File: src/rtl/hyperbus_arbiter.sv
// Two-port arbiter in front of a single HyperBus controller core.
// Define HYPERBUS_ARB_RR_EN for round-robin arbitration; otherwise port 0 has fixed priority.
module hyperbus_arbiter #(
    parameter int ADR_WIDTH  = 32,
    parameter int DATA_WIDTH = 16
) (
    input  logic                  clk,
    input  logic                  rstn,
    input  logic                  p0_rrq,
    input  logic                  p0_wrq,
    input  logic [ADR_WIDTH-1:0]  p0_adr_i,
    input  logic [DATA_WIDTH-1:0] p0_dat_i,
    output logic [DATA_WIDTH-1:0] p0_dat_o,
    output logic                  p0_ack,
    input  logic                  p1_rrq,
    input  logic                  p1_wrq,
    input  logic [ADR_WIDTH-1:0]  p1_adr_i,
    input  logic [DATA_WIDTH-1:0] p1_dat_i,
    output logic [DATA_WIDTH-1:0] p1_dat_o,
    output logic                  p1_ack,
    output logic [1:0]            gnt,
    output logic [ADR_WIDTH-1:0]  hbus_adr_o,
    output logic [DATA_WIDTH-1:0] hbus_dat_o,
    input  logic [DATA_WIDTH-1:0] hbus_dat_i,
    output logic                  hbus_rrq,
    output logic                  hbus_wrq,
    input  logic                  hbus_ready,
    input  logic                  hbus_valid,
    input  logic                  hbus_busy
);

    localparam logic [1:0] ST_IDLE  = 2'd0;
    localparam logic [1:0] ST_ISSUE = 2'd1;
    localparam logic [1:0] ST_WAIT  = 2'd2;

    logic [1:0]            state_q, state_d;
    logic [1:0]            gnt_q, gnt_d;
    logic                  owner_q, owner_d;
    logic                  rd_q, rd_d;
    logic [ADR_WIDTH-1:0]  adr_lat_q, adr_lat_d;
    logic [DATA_WIDTH-1:0] dat_lat_q, dat_lat_d;
    logic [ADR_WIDTH-1:0]  hadr_q, hadr_d;
    logic [DATA_WIDTH-1:0] hdat_q, hdat_d;
    logic                  hrrq_q, hrrq_d;
    logic                  hwrq_q, hwrq_d;
    logic                  seen_busy_q, seen_busy_d;
    logic [1:0]            ack_q, ack_d;
    logic [DATA_WIDTH-1:0] dat0_q, dat0_d;
    logic [DATA_WIDTH-1:0] dat1_q, dat1_d;
`ifdef HYPERBUS_ARB_RR_EN
    logic                  last_q, last_d;
`endif

    logic req0, req1, win1, done;

    always_comb begin
        req0 = p0_rrq | p0_wrq;
        req1 = p1_rrq | p1_wrq;
`ifdef HYPERBUS_ARB_RR_EN
        // last_q=1 means port 1 was served last, so port 0 wins a tie.
        win1 = req1 & (~req0 | ~last_q);
        last_d = last_q;
`else
        win1 = req1 & ~req0;
`endif
        state_d     = state_q;
        gnt_d       = gnt_q;
        owner_d     = owner_q;
        rd_d        = rd_q;
        adr_lat_d   = adr_lat_q;
        dat_lat_d   = dat_lat_q;
        hadr_d      = hadr_q;
        hdat_d      = hdat_q;
        hrrq_d      = 1'b0;
        hwrq_d      = 1'b0;
        seen_busy_d = seen_busy_q;
        ack_d       = 2'b00;
        dat0_d      = dat0_q;
        dat1_d      = dat1_q;
        done        = 1'b0;

        case (state_q)
            ST_IDLE: begin
                // No grant while an ack is out: the requester has not yet had a chance to drop its request.
                if (hbus_ready && (req0 || req1) && (ack_q == 2'b00)) begin
                    owner_d   = win1;
                    gnt_d     = win1 ? 2'b10 : 2'b01;
                    rd_d      = win1 ? p1_rrq : p0_rrq;
                    adr_lat_d = win1 ? p1_adr_i : p0_adr_i;
                    dat_lat_d = win1 ? p1_dat_i : p0_dat_i;
                    state_d   = ST_ISSUE;
`ifdef HYPERBUS_ARB_RR_EN
                    last_d    = win1;
`endif
                end
            end
            ST_ISSUE: begin
                hadr_d      = adr_lat_q;
                hdat_d      = dat_lat_q;
                hrrq_d      = rd_q;
                hwrq_d      = ~rd_q;
                seen_busy_d = 1'b0;
                state_d     = ST_WAIT;
            end
            ST_WAIT: begin
                seen_busy_d = seen_busy_q | hbus_busy;
                if (rd_q && hbus_valid) begin
                    if (owner_q) dat1_d = hbus_dat_i;
                    else         dat0_d = hbus_dat_i;
                    done = 1'b1;
                end else if (!rd_q && seen_busy_q && !hbus_busy) begin
                    done = 1'b1;
                end
            end
            default: state_d = ST_IDLE;
        endcase

        if (done) begin
            ack_d[owner_q] = 1'b1;
            gnt_d          = 2'b00;
            state_d        = ST_IDLE;
        end
    end

    always_ff @(posedge clk or negedge rstn) begin
        if (!rstn) begin
            state_q     <= ST_IDLE;
            gnt_q       <= 2'b00;
            owner_q     <= 1'b0;
            rd_q        <= 1'b0;
            adr_lat_q   <= '0;
            dat_lat_q   <= '0;
            hadr_q      <= '0;
            hdat_q      <= '0;
            hrrq_q      <= 1'b0;
            hwrq_q      <= 1'b0;
            seen_busy_q <= 1'b0;
            ack_q       <= 2'b00;
            dat0_q      <= '0;
            dat1_q      <= '0;
`ifdef HYPERBUS_ARB_RR_EN
            last_q      <= 1'b1;
`endif
        end else begin
            state_q     <= state_d;
            gnt_q       <= gnt_d;
            owner_q     <= owner_d;
            rd_q        <= rd_d;
            adr_lat_q   <= adr_lat_d;
            dat_lat_q   <= dat_lat_d;
            hadr_q      <= hadr_d;
            hdat_q      <= hdat_d;
            hrrq_q      <= hrrq_d;
            hwrq_q      <= hwrq_d;
            seen_busy_q <= seen_busy_d;
            ack_q       <= ack_d;
            dat0_q      <= dat0_d;
            dat1_q      <= dat1_d;
`ifdef HYPERBUS_ARB_RR_EN
            last_q      <= last_d;
`endif
        end
    end

    assign gnt        = gnt_q;
    assign hbus_adr_o = hadr_q;
    assign hbus_dat_o = hdat_q;
    assign hbus_rrq   = hrrq_q;
    assign hbus_wrq   = hwrq_q;
    assign p0_ack     = ack_q[0];
    assign p1_ack     = ack_q[1];
    assign p0_dat_o   = dat0_q;
    assign p1_dat_o   = dat1_q;

endmodule

File: config.mk
export PLATFORM = sky130hd
export DESIGN_NAME = hyperbus_arbiter
export DESIGN_NICKNAME = d
export VERILOG_FILES = /design/src/rtl/hyperbus_arbiter.sv
export SDC_FILE = /design/constraint.sdc
export NUM_CORES = 1
export LEC_CHECK = 0
export ABC_AREA = 1
export CAP_MARGIN = 10
export CORE_MARGIN = 2
export CORE_UTILIZATION = 39
export CTS_CLUSTER_DIAMETER = 40
export DETAILED_ROUTE_END_ITERATION = 7
export PLACE_DENSITY = 0.78
export SLEW_MARGIN = 20
export SYNTH_ARGS = -nofsm -noshare
export SYNTH_HDL_FRONTEND = slang
export SYNTH_SLANG_ARGS = --single-unit
File: constraint.sdc
create_clock -name clk -period 2.3 [get_ports clk]
set_clock_uncertainty 0.2 [all_clocks]
set_input_delay 0.46 -clock clk [delete_from_list [all_inputs] [get_ports clk]]
set_output_delay 0.46 -clock clk [all_outputs]
set_load 0.05 [all_outputs]
==> results.cfg, run 1 <==
[power]
power_switching_w = 0.00558
p_leak_nw = 4.53
seqPwrFrac_pct = 31.0
netSwitchingFraction_pct = 42.9
internal-power_w = 0.00742
combPwrFrac_pct = 46.2
vdd_drop_max_v = 0.000704
power.density_nw_per_um2 = 1440
power.total_w = 0.0130
p_clk_share_pct = 22.8

[cts]
clock_path_buffers = 2
ctsHtreeMaxLevel = 4
cts.sinks = 139
cts_tree = built
clk_latency_ns = 0.41
numCtsBuffers = 17
root_buffer = clkbuf_16
clk_pin_slew_ns = 0.06
cts_setup_buffers = 0

[floorplan]
die-area_sq_um = 16500
rows = 45
pin_count = 207
die_x_um = 128
core_area_sq_um = 15100
start_util_pct = 39.9
dieHeight_um = 128

[synth]
ys_types = 24
syn_area_sq_um = 6040
syn-instance-count = 718
synth_warnings = 0
avgSynthCellArea_sq_um = 8.41
yosysSeqAreaShare_pct = 57.6
synth.net_count = 843
ys_seq_elements = 139

[critical_path]
required_ns = 1.64
cp.depth = 1
worst_setup_path_start_kind = register
crit_path_max_fanout = 2
r2r_cells = 5
critPathMaxStageDelay_ns = 0.82
setup.worst_path.class = reg2out
crit_family = buffers and inverters
critPathArrivalTime_ns = 1.61
setup.worst_path.end_class = output pin
slowest_stage = clkdlybuf4s50_1
crit_buf_inv = 1
cp_cell_sequence = clkdlybuf4s50_1

[grt]
grt_use_total_pct = 19.3
grt_max_degree = 77
grt_overflow = 0
antenna_found_initial = 0
first_global_vias = 5058
grt_pass1_wl_um = 25000

[run]
max_cap_viol_count = 0

[timing]
whs_ns = 0.232
slew_headroom_pct = 62.3
fin_crit_sh_pct = 98.8
tightestPinTransition_ns = 0.564
max_freq_mhz = 440
setup_tns_ns = 0
setup_viol = 0
finalMaxSlewViolations = 0
period_minus_slack_ns = 2.27
hold_viol_final = 0
rsz0062_at_grt = false

[layout]
post-route-util_pct = 59.5
stdcell_count = 1124
nets = 1048
fillerInstances = 1317
drive_gt1_share_pct = 7.26
diodes = 0
seqCellArea_sq_um = 3480
area.growth.synth_to_final_pct = 49.2
multiInputGateArea_sq_um = 2070

[detailed_routing]
drc_errors = 0
drt_wl_total_um = 15400
drt_first_pass_iters = 4
drt_iter0_drc = 349
avgRoutedWirePerCell_um = 13.7
avgViaCountPerCell = 4.69
ant_nets = 0
via_count = 5271

[placed_design]
routabilityCongestion = 0.807
dp_cells = 1091
port_buffers = 206
hpwl_um = 11000

[outcome]
outcome = completed

[hold_path]
min_path_cells = 1
hp-class = reg2reg
## sequential cells by signal (all words and copies together) (netlist names)
name	flops
gnt	2
owner_q	1
seen_busy_q	1
state_q	2
hbus_rrq	1
adr_lat_q	32
p0_dat_o	16
dat_lat_q	16
hbus_adr_o	32
rd_q	1
p1_dat_o	16
hbus_dat_o	16
ack_q	2
hbus_wrq	1
## cell usage after synthesis
cell | count | area, sq um
nand3_2 | 1 | 10.0
dfrtp_1 | 139 | 3480
buf_1 | 3 | 11.3
buf_2 | 21 | 105
nand2_1 | 266 | 998
nand4_1 | 1 | 6.26
nor2_4 | 2 | 22.5
clkbuf_1 | 11 | 41.3
nand3_1 | 63 | 315
o21ai_1 | 43 | 215
nor3_4 | 1 | 16.3
o211ai_1 | 7 | 52.6
o21ai_0 | 59 | 295
inv_1 | 74 | 278
a31oi_1 | 1 | 6.26
buf_4 | 5 | 37.5
a21oi_1 | 2 | 10.0
inv_2 | 3 | 11.3
nor2_1 | 6 | 22.5
ha_1 | 4 | 50.1
a21boi_1 | 1 | 7.51
a21o_1 | 1 | 7.51
nand2_2 | 3 | 18.8
nor2_8 | 1 | 20.0
## routing by layer
| metal | vias up | track usage (%) | share of wire, % |
|---|---|---|---|
| li1 | 2670 | - | - |
| met1 | 2406 | 26.8 | 46 |
| met2 | 167 | 28.8 | 44 |
| met3 | 28 | 5.49 | 7.0 |
| met4 | 0 | 7.76 | 2.3 |
| met5 | - | 0 | 0 |
## power groups by stage
stage	Sequential [W]	Clock [W]	Combinational, W
floorplan	0.00625	0	0.00171
global placement	0.00404	0	0.00596
detailed placement	0.00407	0	0.00605
CTS	0.00404	0.00302	0.00607
global route	0.00416	0.00312	0.00648
finish	0.00403	0.00296	0.00601
## final timing paths
path,start,end,slack [ns]
worst max-delay path,gnt[0]$_DFFE_PN0P_,gnt[0],0.03
max in group asynchronous,rstn,p0_dat_o[7]$_DFFE_PN0P_,0.87
min in group asynchronous,rstn,hbus_adr_o[12]$_DFFE_PN0N_,0.38
worst min register to register,owner_q$_DFFE_PN0P_,ack_q[0]$_DFF_PN0_,0.23
worst max register to register,state_q[1]$_DFFE_PN0P_,hbus_dat_o[4]$_DFFE_PN0N_,0.41
worst min-delay path,owner_q$_DFFE_PN0P_,ack_q[0]$_DFF_PN0_,0.23
## logic make-up after synthesis
family | count (synthesis) | synth area share, %
AOI/OAI and AO/OA | 114 | 9.84
DFF | 139 | 57.6
and+or+nand+nor | 344 | 23.7
buffers and inverters | 117 | 8.02
adders and majority gates | 4 | 0.829
## timing repair
action / CTS / global route
gates resized for setup: 2 / 12
setup endpoints to repair: 2 / 12
hold buffers: 1 / 0
gates cloned: 0 / 0
endpoints found under the hold margin: 53 / 0
## metrics by stage
step,area (sq um),setup WS (ns)
4_1_cts,8970,0.0101
3_3_place_gp,8320,0.225
2_1_floorplan,6040,0.635
5_1_grt,9000,0.000294
3_5_place_dp,8320,0.163
6_report,9000,0.0272
## layout by cell type (no fill, tap or decap), drive strengths merged, types with 2 or more instances in the layout
cell type,instances
inv,78
bufinv,5
a21oi,2
nor2,9
nand2,269
ha,4
clkbuf,18
clkdlybuf4s50,185
clkinvlp,4
clkinv,4
buf,26
dfrtp,139
dlymetal6s2s,12
o211ai,7
o21ai,102
nand3,64
dlygate4sd2,2
## cell type report
class / instances / share of cell area [%]
Timing Repair Buffer: 226 / 25.3
Inverter: 77 / 3.21
Sequential cell: 139 / 38.6
Tap cell: 188 / 2.61
Clock buffer: 18 / 4.77
Clock inverter: 14 / 2.45
Multi-Input combinational cell: 462 / 23.0
Power figures use the tool's default switching activity.
==> run 2, diff against run 1 <==
--- a/config.mk
+++ b/config.mk
@@ -11,7 +11,8 @@
 export CORE_UTILIZATION = 39
 export CTS_CLUSTER_DIAMETER = 40
 export DETAILED_ROUTE_END_ITERATION = 7
-export PLACE_DENSITY = 0.78
+export HOLD_SLACK_MARGIN = 0.1
+export PLACE_DENSITY_LB_ADDON = 0.05
 export SLEW_MARGIN = 20
 export SYNTH_ARGS = -nofsm -noshare
 export SYNTH_HDL_FRONTEND = slang
==> constraint.sdc (replaced) <==
create_clock -name clk -period 1.92 [get_ports clk]
set_clock_uncertainty 0.2 [all_clocks]
set_input_delay 0.384 -clock clk [delete_from_list [all_inputs] [get_ports clk]]
set_output_delay 0.384 -clock clk [all_outputs]
set_load 0.05 [all_outputs]
==> results.cfg, run 2 (synthesized netlist as in run 1, its figures left out) <==
[layout]
seqCellArea_sq_um = 3480
diodes = 0
fin_area_sq_um = 8840
multiInputGateArea_sq_um = 2070
fillerInstances = 1380
layout_common_cells = 266 x nand2_1, 139 x dfrtp_1, 119 x clkdlybuf4s50_1
drive_gt1_share_pct = 16.4
area.growth.synth_to_final_pct = 46.5
post-route-util_pct = 58.4
nets = 1052
final_common_cell = nand2_1

[cts]
cts_tree = built
cts.sinks = 139
clk_pin_slew_ns = 0.06
cts_setup_buffers = 0
clock_path_buffers = 2
clk_latency_ns = 0.42
root_buffer = clkbuf_16
ctsHtreeMaxLevel = 4
numCtsBuffers = 17

[timing]
max_freq_mhz = 559
hold_viol_final = 0
tightestPinTransition_ns = 0.480
slew_headroom_pct = 68.0
finalMaxSlewViolations = 0
fin_crit_sh_pct = 93.2
setup_viol = 0
rsz0062_at_grt = false
period_minus_slack_ns = 1.79

[critical_path]
cp_cell_sequence = inv_1, ha_1, inv_2, buf_4, nand2_1, o21ai_0
reg2reg_from = state_q[1]$_DFFE_PN0P_
crit_buf_inv = 3
required_ns = 1.99
crit_family = buffers and inverters
r2r_end = hbus_adr_o[26]$_DFFE_PN0N_
timing.reg2reg.setup_slack_ns = 0.13
critPathMaxStageDelay_ns = 0.40
crit_path_max_fanout = 39
setup.worst_path.class = reg2reg
worst_setup_path_start_kind = register
slowest_stage = dfrtp_1
setup.worst_path.end_class = register
critPathArrivalTime_ns = 1.86
r2r_cells = 6

[floorplan]
rows = 45
start_util_pct = 39.9
dieHeight_um = 128
pin_count = 207
die_x_um = 128
die-area_sq_um = 16500
core_area_sq_um = 15100

[hold_path]
min_path_cells = 1
holdCritStartpoint = owner_q$_DFFE_PN0P_
hp-class = reg2reg
min_to = ack_q[0]$_DFF_PN0_

[grt]
grt_pass1_wl_um = 25700
grt_overflow = 0
grt_use_total_pct = 20.1
grt_max_degree = 53
antenna_found_initial = 0
first_global_vias = 5302

[power]
internal-power_w = 0.00846
seqPwrFrac_pct = 32.1
vdd_drop_max_v = 0.000931
p_clk_share_pct = 21.8
power_switching_w = 0.00673
power.density_nw_per_um2 = 1720
netSwitchingFraction_pct = 44.3
combPwrFrac_pct = 46.1
p_leak_nw = 4.48

[placed_design]
port_buffers = 206
hpwl_um = 11500
dpl_cell_area_sq_um = 8220
routabilityCongestion = 0.802

[outcome]
outcome = completed

[detailed_routing]
drt_iter0_drc = 301
drc_errors = 0
drt_wl_total_um = 15900
ant_nets = 0
avgRoutedWirePerCell_um = 14.1
drt_first_pass_iters = 5
avgViaCountPerCell = 4.77
via_count = 5376

[run]
max_cap_viol_count = 0
-- run 2: final cells by class --
type,count,area share (%)
multi-input combinational,462,23.5
inverter,77,3.27
timing repair buffer,230,24.4
clock buffer,18,4.97
sequential,139,39.3
clock inverter,14,1.94
tap,188,2.66
-- run 2: worst max path at each step --
stage,cells past startpoint,endpoint,start
2_1_floorplan,8,p0_dat_o[10]$_DFFE_PN0P_,state_q[0]$_DFFE_PN0P_
3_5_place_dp,8,adr_lat_q[7]$_DFFE_PN0P_,p1_rrq
5_1_grt,6,hbus_adr_o[24]$_DFFE_PN0N_,state_q[1]$_DFFE_PN0P_
3_3_place_gp,8,adr_lat_q[6]$_DFFE_PN0P_,p1_rrq
6_report,6,hbus_adr_o[26]$_DFFE_PN0N_,state_q[1]$_DFFE_PN0P_
4_1_cts,8,state_q[1]$_DFFE_PN0P_,state_q[0]$_DFFE_PN0P_
-- run 2: repair_timing --
action,4_1_cts,5_1_grt
resized for setup,0,1
endpoints found under the setup margin,0,2
endpoints found under the hold margin,92,0
hold buffers,1,0
-- run 2: metal layers --
layer / GRT usage (%) / vias to the layer above / share of wire [%]
li1: - / 2671 / -
met1: 25.9 / 2510 / 44
met2: 31.8 / 176 / 48
met3: 6.11 / 19 / 7.0
met4: 8.02 / 0 / 1.8
met5: 0 / - / 0
-- run 2: worst reg2reg max path: cells and delay by family, from the launching register on --
family / cells / cell delay [ns]
buf+inv: 3 / 0.47
flops: 1 / 0.40
fa+ha+maj: 1 / 0.36
simple gates: 1 / 0.11
compound gates: 1 / 0.10
-- run 2: stage by stage --
stage | total power [W] | worst slack (ns) | setup TNS (ns) | std cells | hold slack (ns)
2_1_floorplan | 0.00953 | 0.255 | 0 | 718 | -0.112
3_3_place_gp | 0.0118 | -0.0622 | -1.28 | 1095 | 0.147
3_5_place_dp | 0.0120 | -0.0934 | -2.31 | 1095 | 0.158
4_1_cts | 0.0154 | 0.101 | 0 | 1128 | 0.226
5_1_grt | 0.0161 | 0.0171 | 0 | 1128 | 0.249
6_report | 0.0152 | 0.131 | 0 | 1128 | 0.221
-- run 2: power by group through the flow --
stage / clock network [W] / logic [W] / registers (W)
after CTS: 0.00340 / 0.00708 / 0.00489
after floorplan: 0 / 0.00204 / 0.00749
final: 0.00332 / 0.00700 / 0.00487
after detailed placement: 0 / 0.00705 / 0.00491
after global routing: 0.00353 / 0.00756 / 0.00502
after global placement: 0 / 0.00692 / 0.00487
==> run 3, diff against run 2 <==
--- a/config.mk
+++ b/config.mk
@@ -9,7 +9,6 @@
 export CAP_MARGIN = 10
 export CORE_MARGIN = 2
 export CORE_UTILIZATION = 39
-export CTS_CLUSTER_DIAMETER = 40
 export DETAILED_ROUTE_END_ITERATION = 7
 export HOLD_SLACK_MARGIN = 0.1
 export PLACE_DENSITY_LB_ADDON = 0.05
==> results of run 3 <==
Final layout, timing and power as in run 2 (identical DEF).
